===== config.mk =====
export PLATFORM = sky130hd
export DESIGN_NAME = cardinal_router_port
export DESIGN_NICKNAME = d
export VERILOG_FILES = /design/src/rtl/cardinal_router_port.sv
export SDC_FILE = /design/constraint.sdc
export NUM_CORES = 1
export LEC_CHECK = 0
export BUFFER_PORTS_ARGS = -buffer_cell sky130_fd_sc_hd__buf_2
export CAP_MARGIN = 20
export CORE_ASPECT_RATIO = 0.6
export CORE_UTILIZATION = 45
export DETAILED_ROUTE_END_ITERATION = 10
export GPL_TIMING_DRIVEN = 0
export PLACE_DENSITY = 0.67
export SYNTH_ARGS = -nofsm -noshare
export SYNTH_HDL_FRONTEND = slang
export SYNTH_SLANG_ARGS = --single-unit
export TNS_END_PERCENT = 50

===== constraint.sdc =====
create_clock -name clk -period 13.3 [get_ports clk]
set_clock_uncertainty 0.05 [all_clocks]
set_input_delay 1.33 -clock clk [delete_from_list [all_inputs] [get_ports clk]]
set_output_delay 1.33 -clock clk [all_outputs]
set_load 0.05 [all_outputs]

===== src/rtl/cardinal_router_port.sv =====
// Two-VC router port: one-flit ingress and egress buffer per VC, alternated by
// polarity so each buffer is filled on one phase and drained on the opposite one.
module cardinal_router_port (
  input  logic        clk,
  input  logic        reset,
  input  logic        polarity,
  input  logic        nic_so,
  output logic        nic_ro,
  input  logic [63:0] nic_do,
  output logic        nic_si,
  input  logic        nic_ri,
  output logic [63:0] nic_di,
  output logic        out_valid,
  input  logic        out_ready,
  output logic [63:0] out_data,
  input  logic        in_valid,
  output logic        in_ready,
  input  logic [63:0] in_data,
  output logic        proto_err
);

  logic [63:0] ibuf_data [2];
  logic [63:0] ebuf_data [2];
  logic [1:0]  ibuf_full;
  logic [1:0]  ebuf_full;

  logic ext_vc;
  logic int_vc;
  logic in_vc;
  logic nic_acc;
  logic nic_bad;
  logic nic_send;
  logic out_fire;
  logic in_fire;

  assign ext_vc = polarity;
  assign int_vc = ~polarity;
  assign in_vc  = in_data[0];

  // NIC side always works on the external-phase VC
  assign nic_ro   = ~ibuf_full[ext_vc] & ~reset;
  assign nic_acc  = nic_so & nic_ro & (nic_do[0] == ext_vc);
  assign nic_bad  = nic_so & ~nic_acc;
  assign nic_send = ebuf_full[ext_vc] & nic_ri;

  // Fabric side always works on the internal-phase VC
  assign out_valid = ibuf_full[int_vc];
  assign out_data  = ibuf_data[int_vc];
  assign out_fire  = out_valid & out_ready;
  assign in_ready  = ~ebuf_full[in_vc] & (in_vc != polarity);
  assign in_fire   = in_valid & in_ready;

  // Ingress: NIC -> ibuf -> fabric; illegal NIC sends are dropped and flagged
  always_ff @(posedge clk or posedge reset) begin
    if (reset) begin
      ibuf_full    <= 2'b00;
      ibuf_data[0] <= 64'd0;
      ibuf_data[1] <= 64'd0;
      proto_err    <= 1'b0;
    end else begin
      if (nic_acc) begin
        ibuf_full[ext_vc] <= 1'b1;
        ibuf_data[ext_vc] <= nic_do;
      end
      if (out_fire) begin
        ibuf_full[int_vc] <= 1'b0;
      end
      if (nic_bad) begin
        proto_err <= 1'b1;
      end
    end
  end

  // Egress: fabric -> ebuf -> registered NIC send; load and send never share a VC
  always_ff @(posedge clk or posedge reset) begin
    if (reset) begin
      ebuf_full    <= 2'b00;
      ebuf_data[0] <= 64'd0;
      ebuf_data[1] <= 64'd0;
      nic_si       <= 1'b0;
      nic_di       <= 64'd0;
    end else begin
      if (in_fire) begin
        ebuf_full[in_vc] <= 1'b1;
        ebuf_data[in_vc] <= in_data;
      end
      nic_si <= nic_send;
      if (nic_send) begin
        ebuf_full[ext_vc] <= 1'b0;
        nic_di            <= ebuf_data[ext_vc];
      end
    end
  end

endmodule


==> flow_metrics.tcl <==
set metrics [dict create \
    dr.pass1.iters 4 \
    die-width_um 226 \
    cts_tree "built" \
    p_seq_frac 0.415 \
    cp_cell_sequence "buf_2 -> buf_6 -> buf_2 -> mux2_2 -> buf_2" \
    p_leak_nw 8.23 \
    max_freq_mhz 253 \
    drv_cap 0 \
    worst-path-max-fanout 10 \
    dieArea_um2 30800 \
    grt_pass1_vias 8474 \
    ir_drop_v 0.000125 \
    cp_common_cell "buf_2" \
    p_comb_frac 0.347 \
    pre_cts_slack_ns 9.33 \
    stdcell_count 1589 \
    postLayoutCellArea_um2 16500 \
    hold_path_class "flip-flop to flip-flop" \
    grt_max_degree 93 \
    p_sw_mw 1.37 \
    multiInputGateArea_um2 4990 \
    slew_violations 0 \
    grt_overflow 0 \
    cts-root-to-sink-buffers 3 \
    yosysSeqAreaShare 0.603 \
    vias 8230 \
    relSlewSlack 0.576 \
    start_kind "input port" \
    ys_ff_latch 326 \
    crit_slowest_cell "mux2_2" \
    root_buffer "clkbuf_16" \
    crit_required_ns 11.92 \
    fin_setup_tns_ns 0 \
    setup_slack_ns 9.35 \
    place_hpwl_um 21900 \
    regArea_um2 8160 \
    routed_wl_um 30900 \
    synth_top_area_frac 0.603 \
    p_per_area_nw_per_um2 229 \
    fp-row-count 48 \
    placed_cells 1532 \
    p_sw_frac 0.364 \
    core_um2 29100 \
    drive_gt1_frac 0.586 \
    arrival_ns 2.57 \
    synth_cells 862 \
    h-tree-depth 1 \
    syn_nets 997 \
    endpoint_kind "primary output" \
    synthesis.area_um2 13500 \
    syn2layout_area_growth_pct 21.9 \
    grt.total_usage 0.203 \
    worst_pin_slew_ns 0.637 \
    cts_resized 0 \
    ctsHoldBuffers 0 \
    die-height_um 136 \
    drc 0 \
    wl_per_cell_um 19.5 \
    cp_top_family "buffers and inverters" \
    clock_latency_ns 0.57 \
    p_int_mw 2.40 \
    critPathKind "input port to primary output" \
    ant_nets 0 \
    min_period_ns 3.95 \
    ys_warn_count 0 \
    placed_area_um2 15400 \
    cts_setup_buffers 0 \
    antenna_found_initial 6 \
    portBuffers 267 \
    status "finished, final reports clean" \
    synth_cell_type_count 26 \
    numCtsBuffers 30 \
    cts.sinks 326 \
    slowest_delay_ns 0.39 \
    io_pins 268 \
    clk_pin_slew_ns 0.06 \
    fin_crit_sh 0.297 \
    finalHoldViolCount 0 \
    gp_congestion 0.836 \
    yosysTopAreaCell "dfrtp_1" \
    clkPwrFrac 0.238 \
    critPathBufInv 4 \
    syn_avg_cell_area_um2 15.7 \
    layout.nets 1299 \
    routed_via_density 5.18 \
    setup_viol 0 \
    grt_pass1_wl_um 48600 \
    start_util 0.464 \
    rsz0062_at_grt "no" \
    fillers 2356 \
    drtIter0Drc 376 \
    netlist_top_cells_area "dfrtp_1 60%, mux2_2 22%, mux2_4 5.3%, a22o_1 4.1%, a21o_1 3.6%" \
]
-- synthesized netlist by cell type --
master	instances
nand2_1	6
nor3_2	1
and4bb_2	2
nor2_1	5
and3_1	1
nand3_1	1
a21o_1	65
nand3b_1	2
a211oi_1	1
mux2_4	48
inv_1	2
and3b_1	1
mux2_2	270
a21oi_1	1
buf_4	15
nand2b_1	2
clkbuf_1	7
or2_2	2
o21ai_0	1
a22o_1	64
nor2b_1	2
dfrtp_1	326
nor3b_2	1
and2_1	1
buf_2	28
buf_6	7
-- routing by layer --
| layer | wire [um] | vias up | global-route usage | part of all wire |
|---|---|---|---|---|
| li1 | - | 3738 | - | - |
| met1 | 15300 | 4267 | 0.303 | 0.49 |
| met2 | 13700 | 162 | 0.300 | 0.44 |
| met3 | 1290 | 55 | 0.0424 | 0.042 |
| met4 | 651 | 8 | 0.0522 | 0.021 |
| met5 | 44 | - | 0 | 0.0014 |
-- metrics by stage --
step / utilization / hold WS, ns / total power [mW]
global route: 0.566 / 0.442 / 3.96
CTS: 0.566 / 0.422 / 3.81
global placement: 0.527 / 0.398 / 2.86
floorplan: - / 0.385 / 2.57
detailed placement: 0.530 / 0.406 / 2.90
finish: 0.566 / 0.420 / 3.77
-- layout by cell type, fill, tap and decap left out, drive strengths merged, types with 3 or more instances in the layout --
cell and n:
dfrtp 326, buf 320, mux2 318, a21o 65, a22o 64, clkbuf 50, clkinv 7, nand2 6
nor2 5, bufinv 3
-- power by group through the flow --
stage          logic (mW)  registers, mW  clock network (mW)
6_report             1.31           1.56               0.898
5_1_grt              1.38           1.61               0.961
4_1_cts              1.32           1.56               0.925
3_5_place_dp         1.32           1.58                   0
3_3_place_gp         1.29           1.57                   0
2_1_floorplan       0.730           1.84                   0
-- final cells by class --
type / count / area share
Clock buffer: 43 / 0.0540
Clock inverter: 12 / 0.00873
Sequential cell: 326 / 0.495
Buffer: 57 / 0.0217
Inverter: 2 / 0.000911
Tap cell: 400 / 0.0304
Multi-Input combinational cell: 477 / 0.303
Antenna cell: 2 / 0.000304
Timing Repair Buffer: 270 / 0.0861
-- worst reg2reg max path, delay by kind of cell, from the launching register on --
kind / cells / cell delay [ns]
compound gates: 1 / 0.21
buf+inv: 2 / 0.80
flops: 1 / 0.43
mux: 1 / 0.28
simple gates: 1 / 0.09
-- worst paths after layout --
path / startpoint / end / slack, ns / depth (start not counted)
max: polarity / out_data[49] / 9.35 / 5
min: nic_di[26] / nic_di[26] / 0.42 / 1
max reg2reg: ebuf_full[0] / nic_di[44] / 11.37 / 5
min reg2reg: nic_di[26] / nic_di[26] / 0.42 / 1
max in group asynchronous: reset / ebuf_data[109] / 11.58 / 3
min in group asynchronous: reset / ibuf_data[59] / 0.80 / 2
-- registers in the layout (all words and copies together), names as in the netlist --
signal     count
nic_di        64
ebuf_full      2
ibuf_data    128
proto_err      1
ibuf_full      2
nic_si         1
ebuf_data    128
-- cells by family after synthesis --
| family | count (synthesis) | share of synthesized area |
|---|---|---|
| AO/OA/AOI/OAI | 132 | 0.0789 |
| buffers and inverters | 59 | 0.0270 |
| flip-flops | 326 | 0.603 |
| multiplexers | 318 | 0.278 |
| AND/OR/NAND/NOR | 27 | 0.0124 |
(Power assumes the default switching activity.)
